File: config.mk
export PLATFORM = sky130hd
export DESIGN_NAME = cond_sum_subtractor_pipe_flat
export DESIGN_NICKNAME = d
export VERILOG_FILES = /design/src/rtl/cond_sum_subtractor_pipe_if.sv /design/src/rtl/cond_sum_subtractor_pipe.sv /design/src/flat_wrapper.sv
export SDC_FILE = /design/constraint.sdc
export NUM_CORES = 1
export LEC_CHECK = 0
export CAP_MARGIN = 20
export CORE_ASPECT_RATIO = 1.5
export CORE_MARGIN = 3
export CORE_UTILIZATION = 40
export CTS_CLUSTER_SIZE = 20
export DETAILED_ROUTE_END_ITERATION = 8
export GPL_TIMING_DRIVEN = 0
export PLACE_DENSITY = 0.72
export SYNTH_ARGS = -nofsm -noshare
export SYNTH_HDL_FRONTEND = slang
export SYNTH_SLANG_ARGS = --single-unit
File: constraint.sdc
create_clock -name clk -period 2 [get_ports clk]
set_clock_uncertainty 0.15 [all_clocks]
set_input_delay 0.4 -clock clk [delete_from_list [all_inputs] [get_ports clk]]
set_output_delay 0.4 -clock clk [all_outputs]
set_load 0.03 [all_outputs]
File: src/rtl/cond_sum_subtractor_pipe_if.sv
// Operand/result stream bundle for the pipelined conditional-sum subtractor.
// Both streams use valid/ready: a transfer happens on a rising edge where valid && ready.
interface cond_sum_subtractor_pipe_if;
    logic       in_valid;
    logic       in_ready;
    logic [7:0] x;
    logic [7:0] y;
    logic       bin;
    logic       out_valid;
    logic       out_ready;
    logic [7:0] d;
    logic       bout;
    logic       ovf;
    logic       zero;

    modport master (
        output in_valid, x, y, bin, out_ready,
        input  in_ready, out_valid, d, bout, ovf, zero
    );

    modport slave (
        input  in_valid, x, y, bin, out_ready,
        output in_ready, out_valid, d, bout, ovf, zero
    );
endinterface

File: src/rtl/cond_sum_subtractor_pipe.sv
// Two-stage 8-bit conditional-sum subtractor: S1 resolves the low nibble and both
// high-nibble candidates, S2 selects on the low borrow and registers the flags.
module cond_sum_subtractor_pipe (
    input  logic                          clk,
    input  logic                          rst_n,
    cond_sum_subtractor_pipe_if.slave     bus
);

    logic       s1_v;
    logic [3:0] s1_lo;
    logic       s1_b4;
    logic [3:0] s1_hi0;
    logic [3:0] s1_hi1;
    logic       s1_b8_0;
    logic       s1_b8_1;
    logic       s1_x7;
    logic       s1_y7;

    logic       s2_v;
    logic [7:0] s2_d;
    logic       s2_bout;
    logic       s2_ovf;
    logic       s2_zero;

    logic       s1_load;
    logic       s2_load;
    logic       in_ready_int;

    logic [4:0] lo_diff;
    logic [4:0] hi_diff0;
    logic [4:0] hi_diff1;

    logic [7:0] d_sel;
    logic       bout_sel;
    logic       ovf_sel;
    logic       zero_sel;

    // 5-bit differences: bit 4 is the nibble borrow (set whenever the result went negative).
    assign lo_diff  = {1'b0, bus.x[3:0]} - {1'b0, bus.y[3:0]} - {4'b0000, bus.bin};
    assign hi_diff0 = {1'b0, bus.x[7:4]} - {1'b0, bus.y[7:4]};
    assign hi_diff1 = {1'b0, bus.x[7:4]} - {1'b0, bus.y[7:4]} - 5'd1;

    assign in_ready_int = !s1_v || !s2_v || bus.out_ready;
    assign s1_load      = bus.in_valid && in_ready_int;
    assign s2_load      = s1_v && (!s2_v || bus.out_ready);

    always_comb begin
        d_sel    = {(s1_b4 ? s1_hi1 : s1_hi0), s1_lo};
        bout_sel = s1_b4 ? s1_b8_1 : s1_b8_0;
        ovf_sel  = (s1_x7 != s1_y7) && (d_sel[7] != s1_x7);
        zero_sel = (d_sel == 8'h00);
    end

    always_ff @(posedge clk or negedge rst_n) begin
        if (!rst_n) begin
            s1_v    <= 1'b0;
            s1_lo   <= 4'h0;
            s1_b4   <= 1'b0;
            s1_hi0  <= 4'h0;
            s1_hi1  <= 4'h0;
            s1_b8_0 <= 1'b0;
            s1_b8_1 <= 1'b0;
            s1_x7   <= 1'b0;
            s1_y7   <= 1'b0;
        end else begin
            if (s1_load) begin
                s1_v    <= 1'b1;
                s1_lo   <= lo_diff[3:0];
                s1_b4   <= lo_diff[4];
                s1_hi0  <= hi_diff0[3:0];
                s1_hi1  <= hi_diff1[3:0];
                s1_b8_0 <= hi_diff0[4];
                s1_b8_1 <= hi_diff1[4];
                s1_x7   <= bus.x[7];
                s1_y7   <= bus.y[7];
            end else if (s2_load) begin
                s1_v <= 1'b0;
            end
        end
    end

    // S2 data only changes on a load, so a stalled result holds stable.
    always_ff @(posedge clk or negedge rst_n) begin
        if (!rst_n) begin
            s2_v    <= 1'b0;
            s2_d    <= 8'h00;
            s2_bout <= 1'b0;
            s2_ovf  <= 1'b0;
            s2_zero <= 1'b0;
        end else begin
            if (s2_load) begin
                s2_v    <= 1'b1;
                s2_d    <= d_sel;
                s2_bout <= bout_sel;
                s2_ovf  <= ovf_sel;
                s2_zero <= zero_sel;
            end else if (bus.out_ready) begin
                s2_v <= 1'b0;
            end
        end
    end

    assign bus.in_ready  = in_ready_int;
    assign bus.out_valid = s2_v;
    assign bus.d         = s2_d;
    assign bus.bout      = s2_bout;
    assign bus.ovf       = s2_ovf;
    assign bus.zero      = s2_zero;

endmodule

File: src/flat_wrapper.sv
// flat-port wrapper written by rule: the top's interface ports become plain ports
module cond_sum_subtractor_pipe_flat 
  (clk, rst_n, bus_in_valid, bus_x, bus_y, bus_bin, bus_out_ready, bus_in_ready, bus_out_valid, bus_d, bus_bout, bus_ovf, bus_zero);
  cond_sum_subtractor_pipe_if bus_i ();
  input  logic clk;
  input  logic rst_n;
  input wire logic [$bits(bus_i.in_valid)-1:0] bus_in_valid;
  input wire logic [$bits(bus_i.x)-1:0] bus_x;
  input wire logic [$bits(bus_i.y)-1:0] bus_y;
  input wire logic [$bits(bus_i.bin)-1:0] bus_bin;
  input wire logic [$bits(bus_i.out_ready)-1:0] bus_out_ready;
  output wire logic [$bits(bus_i.in_ready)-1:0] bus_in_ready;
  output wire logic [$bits(bus_i.out_valid)-1:0] bus_out_valid;
  output wire logic [$bits(bus_i.d)-1:0] bus_d;
  output wire logic [$bits(bus_i.bout)-1:0] bus_bout;
  output wire logic [$bits(bus_i.ovf)-1:0] bus_ovf;
  output wire logic [$bits(bus_i.zero)-1:0] bus_zero;
  assign bus_i.in_valid = bus_in_valid;
  assign bus_i.x = bus_x;
  assign bus_i.y = bus_y;
  assign bus_i.bin = bus_bin;
  assign bus_i.out_ready = bus_out_ready;
  assign bus_in_ready = bus_i.in_ready;
  assign bus_out_valid = bus_i.out_valid;
  assign bus_d = bus_i.d;
  assign bus_bout = bus_i.bout;
  assign bus_ovf = bus_i.ovf;
  assign bus_zero = bus_i.zero;
  cond_sum_subtractor_pipe u_core (.clk(clk), .rst_n(rst_n), .bus(bus_i));
endmodule
Word-level counts from Yosys, hierarchy flattened
Index checks and enable logic that the tools add are counted.
Widths: inputs -> output; s select.

word-level totals
  flip-flop bits (word level) = 30
  output and inout port bits = 13
  logic and storage cells = 37
  input bits = 21

cells by class
  add/sub/neg operators = 4
  reduce and logical (&&, ||, !) cells = 11
  equal/unequal tests = 2
  multiplexer cells = 6

operators with widths
  cell                 number
  $sub 4x4->5          2
  $logic_not 8->1      1
  $mux 1               5
  $sub 5x1->5          1
  $sub 5x1->5 const B  1
  $mux 4               1
  $reduce_bool 2->1    2
  $logic_and 1x1->1    3
  $logic_or 1x1->1     3
  $logic_not 1->1      2
  $ne 1x1->1           2

Depth between registers and ports, before layout
Gate-level depths: netlist of the first run.

  depth after elaboration = 5
  gate-level depth with buffers = 9

Least setup slack after synthesis of the first run
No wires, ideal clock.

  kind = input to register
  start point = input bus_bin
  end point = register u_core.s1_b4
  path slack = -0.100 ns
  required time = 1.714 ns
  setup time = 0.136 ns
  stages = 7
  data arrival time = 1.815 ns
  cells stage by stage = inv_1 -> fa_1 -> fa_1 -> nand2b_1 -> a21oi_1 -> xnor2_1 -> o21ai_0

between the ends
  cells in the longest elaborated chain, start to end = 1

RTL lines
  element               line                            source
  start, declared       flat_wrapper.sv:10              input wire logic [$bits(bus_i.bin)-1:0] bus_bin;
  $sub 5x1->5           cond_sum_subtractor_pipe.sv:39  assign lo_diff = {1'b0, bus.x[3:0]} - {1'b0, bus.y[3:0]} - {4'b0000, bus.bin};
  end signal, assigned  cond_sum_subtractor_pipe.sv:69  s1_b4 <= lo_diff[4];
  end, declared         cond_sum_subtractor_pipe.sv:11  logic s1_b4;

Every way passes these cells.
A chain may end at the register's enable or synchronous reset.

Worst setup path in the final report of the first run
  start point = input bus_y[4]
  end point = register u_core.s1_hi1[2]

between the ends
  cells in the longest elaborated chain, start to end = 2

RTL lines
  element                 line                            source
  start, declared         flat_wrapper.sv:9               input wire logic [$bits(bus_i.y)-1:0] bus_y;
  $sub 4x4->5             n/a
  via u_core.hi_diff0[1]  cond_sum_subtractor_pipe.sv:30  logic [4:0] hi_diff0;
  $sub 5x1->5             cond_sum_subtractor_pipe.sv:41  assign hi_diff1 = {1'b0, bus.x[7:4]} - {1'b0, bus.y[7:4]} - 5'd1;
  end signal, assigned    cond_sum_subtractor_pipe.sv:71  s1_hi1 <= hi_diff1[3:0];
  end, declared           cond_sum_subtractor_pipe.sv:13  logic [3:0] s1_hi1;

The timed path passes the listed nets, and every way through them passes these cells.

==> results of run 1 <==
worst reg2reg max path: cells and delay by family, from the launching register on:
family,cells,cell delay (ps)
AO/OA/AOI/OAI,2,490
buffers and inverters,1,200
flip-flops,1,390
AND/OR/NAND/NOR,2,280
sequential cells by signal, summed over array words and instances (netlist names):
| register | count |
|---|---|
| u_core.s1_y7 | 1 |
| u_core.s1_hi1 | 4 |
| u_core.bus.ovf | 1 |
| u_core.s1_b4 | 1 |
| u_core.s1_b8_1 | 1 |
| u_core.s1_b8_0 | 1 |
| u_core.s1_v | 1 |
| u_core.s1_x7 | 1 |
| u_core.bus.d | 8 |
| u_core.s1_hi0 | 4 |
| u_core.s1_lo | 4 |
| u_core.bus.bout | 1 |
| u_core.bus.zero | 1 |
| u_core.bus.out_valid | 1 |
logic make-up after synthesis:
| logic type | Yosys count |
|---|---|
| adders and majority gates | 14 |
| and+or+nand+nor | 42 |
| muxes | 13 |
| buffers and inverters | 19 |
| xor gates and xnor gates | 6 |
| AOI/OAI and AO/OA | 30 |
| DFF | 30 |
cell type report:
class / count / area (µm²)
fillers: 316 / 1500
multi-input cells: 105 / 888
repair buffers: 40 / 395
well taps: 43 / 53.8
clock buffers: 6 / 82.6
plain buffers: 5 / 22.5
flip-flops and latches: 30 / 751
inverters: 14 / 52.6
stage by stage:
step                hold slack, ps  std cells  power (mW)  worst slack (ps)
floorplan                    -45.6        154        1.29             -34.9
global placement               311        230        1.55              -592
detailed placement             316        231        1.58              -621
CTS                            329        242        2.10              11.9
global route                   343        243        2.23             -24.4
finish                         322        243        2.10              68.4
what timing repair did:
item                       4_1_cts  5_1_grt
pin swaps                       18       11
setup endpoints to repair        9       13
gates resized for setup         30       17
setup buffers                    5        1
report_power, final:
part / switching (mW) / internal (mW)
clock: 0.202 / 0.264
sequential: 0.0866 / 0.756
combinational: 0.409 / 0.378
how the worst max path moves through the flow:
stage / startpoint / end / slack (ps) / cells past startpoint
floorplan: bus_bin / u_core.s1_b4 / -30 / 7
global placement: bus_bin / u_core.s1_b4 / -590 / 8
detailed placement: bus_bin / u_core.s1_b4 / -620 / 8
CTS: bus_x[4] / u_core.s1_hi1[2] / 10 / 9
global route: bus_x[4] / u_core.s1_b8_1 / -20 / 9
finish: bus_y[4] / u_core.s1_hi1[2] / 70 / 8
metal layers:
layer  track usage  share of wire  up-vias
li1              -              -      615
met1         0.162           0.35      567
met2         0.267           0.56       36
met3        0.0358          0.050        8
met4        0.0907          0.036        0
met5             0              0        -
cells in the final DEF, fill, tap and decap left out, types with 2 or more instances in the layout:
master,count
clkdlybuf4s50_1,21
dlygate4sd2_1,6
dfrtp_1,30
clkdlybuf4s15_1,3
clkbuf_1,2
xnor2_1,4
mux2i_1,5
nand3b_1,2
ha_4,5
fa_2,3
inv_2,8
o211ai_1,2
o21ai_1,3
clkbuf_8,6
dlymetal6s2s_1,2
buf_2,3
mux2_2,7
buf_4,6
nor2_1,2
inv_1,6
a21oi_1,3
nand3_1,3
o21ai_0,15
nand2b_1,3
nand2_1,24
ha_1,5
==> impl_metrics.json, run 1 <==
{
  "grt_max_degree": 22,
  "htree_levels": 2,
  "clock_sinks": 30,
  "synth_top_family_by_area": "simple AND/OR/NAND/NOR gates",
  "grt_pass1_vias": 1236,
  "clock_path_buffers": 2,
  "dr.pass1.iters": 4,
  "seq_area_frac_synth": 0.472,
  "postSynthCellCount": 154,
  "start_kind": "primary input",
  "die_w_um": 57.5,
  "cts-root-buf": "clkbuf_8",
  "finalMaxSlewViolations": 0,
  "reg2reg_slack_ps": 410,
  "num_rows": 27,
  "yosys.area.top_type": "dfrtp_1",
  "tightest_slew_ps": 537,
  "reg2reg_from": "u_core.s1_v",
  "worstSetupPathType": "primary input to flop",
  "dieArea_um2": 4790,
  "r2r_end": "u_core.s1_b8_1",
  "syn-cell-area_um2": 1590,
  "grt_overflow": 0,
  "yosys.area_share.adder": 0.124,
  "routabilityCongestion": 0.774,
  "gr-usage-all-layers": 0.154,
  "grt_pass1_wl_um": 5580,
  "slowest_delay_ps": 520,
  "synthMuxAreaShare": 0.0881,
  "hold_violations": 0,
  "cts_buffers": 5,
  "synthXorXnorAreaFrac": 0.0330,
  "cpLargestDelayFamily": "adder cells",
  "clkLatencyLatePin_ps": 280,
  "netlist-cell-type-count": 28,
  "synth_area_per_cell_um2": 10.3,
  "fin_setup_tns_ps": 0,
  "ff2ff_path_depth": 5,
  "cts_tree": "built",
  "fmax_mhz": 518,
  "vias": 1226,
  "post-route-util": 0.599,
  "drt.antenna.violating_nets": 0,
  "netlist_top_cells_area": "dfrtp_1 47%, ha_1 8.6%, nand2_1 5.9%",
  "cap_violations": 0,
  "drc": 0,
  "cp.required_ps": 2010,
  "routed_wl_um": 3220,
  "setup_viol": 0,
  "cp.arrival_ps": 1940,
  "path_cells": "clkdlybuf4s15_1 > ha_4 > inv_2 > fa_2 > inv_2 > ha_4 > xnor2_2 > mux2_4",
  "end_kind": "flop",
  "status": "finished clean",
  "ys_top_cells_by_count": "30 x dfrtp_1, 25 x nand2_1, 18 x o21ai_0",
  "io_buffers": 33,
  "stdcell_area_um2": 2250,
  "synth-simple-area-share": 0.125,
  "core_area_um2": 3750,
  "p_per_area_nw_per_um2": 933,
  "max-slew-margin-rel": 0.641,
  "clk_pin_slew_ps": 60,
  "synth_edf_count": 0,
  "syn_to_final_growth_pct": 41.1,
  "synth-seq-cells": 30,
  "fin_nets": 236,
  "async_flop_share": 1.00,
  "viasPerCell": 5.05,
  "ys.flop_type": "dfrtp_1",
  "cp_max_fo": 3,
  "die_y_um": 83.3,
  "netlist.area_leader.share": 0.472,
  "post-synth-top-count-cell": "dfrtp_1",
  "ir_drop_v": 0.000545,
  "postSynthNetCount": 189,
  "cts_hold_buf": 0,
  "dpl-instance-area_um2": 2030,
  "critPathSlowestCell": "fa_2",
  "hold_path.class": "primary input to async pin",
  "critPathBufInv": 3,
  "yosys_warnings": 0,
  "dr.first_iter.drc_count": 20,
  "synth-compound-area-share": 0.112,
  "drive_above_1_share": 0.255,
  "wl_per_cell_um": 13.2,
  "antenna_found_initial": 0,
  "leakagePower_nw": 1.02,
  "start_util": 0.424,
  "fin_crit_ps": 1930,
  "fin_crit_sh": 0.966,
  "antennaDiodeCount": 0,
  "io_pins": 34,
  "hpwl_um": 2450
}
(Power assumes the default switching activity.)
==> run 2, diff against run 1 <==
- PLACE_DENSITY: 0.72 -> 0.63
==> impl_metrics.json, run 2 (same netlist as run 1, synthesis figures left out) <==
{
  "status": "finished clean",
  "hold_path.class": "primary input to async pin",
  "grt_pass1_vias": 1200,
  "fillers": 339,
  "cts_hold_buf": 0,
  "regArea_um2": 751,
  "hold_violations": 0,
  "vias": 1243,
  "htree_levels": 2,
  "clock_sinks": 30,
  "end_kind": "flop",
  "cp.arrival_ps": 1980,
  "syn_to_final_growth_pct": 41.7,
  "fmax_mhz": 508,
  "routabilityCongestion": 0.710,
  "p_total_mw": 2.13,
  "cts-root-buf": "clkbuf_8",
  "dr.first_iter.drc_count": 22,
  "grt_max_degree": 22,
  "ff2ff_path_depth": 5,
  "hpwl_um": 2430,
  "grt_pass1_wl_um": 5530,
  "largest_register_ffs": 8,
  "cap_violations": 0,
  "dr.pass1.iters": 4,
  "finalMaxSlewViolations": 0,
  "pre_cts_ws_ps": -622,
  "io_pins": 34,
  "multi_input_area_um2": 895,
  "drt.antenna.violating_nets": 0,
  "antenna_found_initial": 0,
  "cts_tree": "built",
  "die_y_um": 83.3,
  "final_common_cell": "dfrtp_1",
  "num_rows": 27,
  "core_area_um2": 3750,
  "p_per_area_nw_per_um2": 946,
  "grt_overflow": 0,
  "fin_crit_sh": 0.985,
  "final_cell_mix": "30 x dfrtp_1, 24 x nand2_1, 21 x clkdlybuf4s50_1",
  "setup_ws_ps": 30.2,
  "clock_path_buffers": 2,
  "worstSetupPathType": "primary input to flop",
  "cp.required_ps": 2010,
  "cp_max_fo": 3,
  "viasPerCell": 5.05,
  "hold_ws_ps": 295,
  "die_w_um": 57.5,
  "fin_cells": 246,
  "fin_nets": 237,
  "routed_wl_um": 3230,
  "tightest_slew_ps": 465,
  "ir_drop_v": 0.000597,
  "fin_crit_ps": 1970,
  "start_util": 0.424,
  "antennaDiodeCount": 0,
  "setup_viol": 0,
  "placedCellCount": 231,
  "gr-usage-all-layers": 0.146,
  "dieArea_um2": 4790,
  "cts_buffers": 5,
  "post-route-util": 0.601,
  "start_kind": "primary input",
  "drc": 0,
  "drive_above_1_share": 0.261,
  "max-slew-margin-rel": 0.689,
  "clkLatencyLatePin_ps": 270,
  "io_buffers": 33,
  "clk_pin_slew_ps": 60,
  "wl_per_cell_um": 13.1,
  "leakagePower_nw": 1.03
}
## run 2: stage by stage
stage,area [µm²],TNS [ps]
2_1_floorplan,1620,-34.9
3_3_place_gp,2000,-7150
3_5_place_dp,2020,-5870
4_1_cts,2220,0
5_1_grt,2250,-12.5
6_report,2250,0
## run 2: what timing repair did
item,4_1_cts,5_1_grt
buffers inserted,6,1
endpoints found under the setup margin,11,12
pin swaps,16,9
gates resized for setup,32,14
endpoints found under the hold margin,0,0
## run 2: final timing paths
check / startpoint / end / slack (ps)
worst min register to register: u_core.bus.d[6] / u_core.bus.d[6] / 330
worst max register to register: u_core.bus.out_valid / u_core.s1_b8_1 / 400
worst max-delay path: bus_y[4] / u_core.s1_hi1[2] / 30
max in group asynchronous: rst_n / u_core.bus.d[7] / 900
worst min-delay path: rst_n / u_core.bus.d[3] / 290
min in group clk: bus_y[7] / u_core.s1_y7 / 310
## run 2: layer usage
layer  routed length, µm  share of wire  global-route usage
met5                   0              0                   0
met4                  25         0.0077              0.0570
met3                 123          0.038              0.0295
met2                1760           0.55               0.250
met1                1310           0.41               0.173
## run 2: where the power goes
group / switching (mW) / internal (mW) / leakage [nW]
registers: 0.0903 / 0.756 / 0.365
clock network: 0.213 / 0.277 / 0.0482
logic: 0.414 / 0.383 / 0.618
total: 0.717 / 1.42 / 1.03
## run 2: area by class of cell
| class | count | share of cell area |
|---|---|---|
| clock inverter | 1 | 0.00222 |
| timing repair buffer | 41 | 0.173 |
| inverter | 14 | 0.0233 |
| clock buffer | 7 | 0.0383 |
| sequential | 30 | 0.333 |
| buffer | 5 | 0.00999 |
| multi-input combinational | 105 | 0.397 |
| tap | 43 | 0.0239 |
## run 2: critical path, stage by stage
cell and delay [ps]:
dlygate4sd2_1 200, ha_2 180, inv_2 40, fa_2 520
inv_2 60, ha_4 170, xnor2_2 130, mux2_4 270
==> run 3, diff against run 2 <==
- CTS_CLUSTER_DIAMETER: unset -> 60
==> results of run 3 <==
The final DEF is identical to that of run 2; final timing and power are the same.
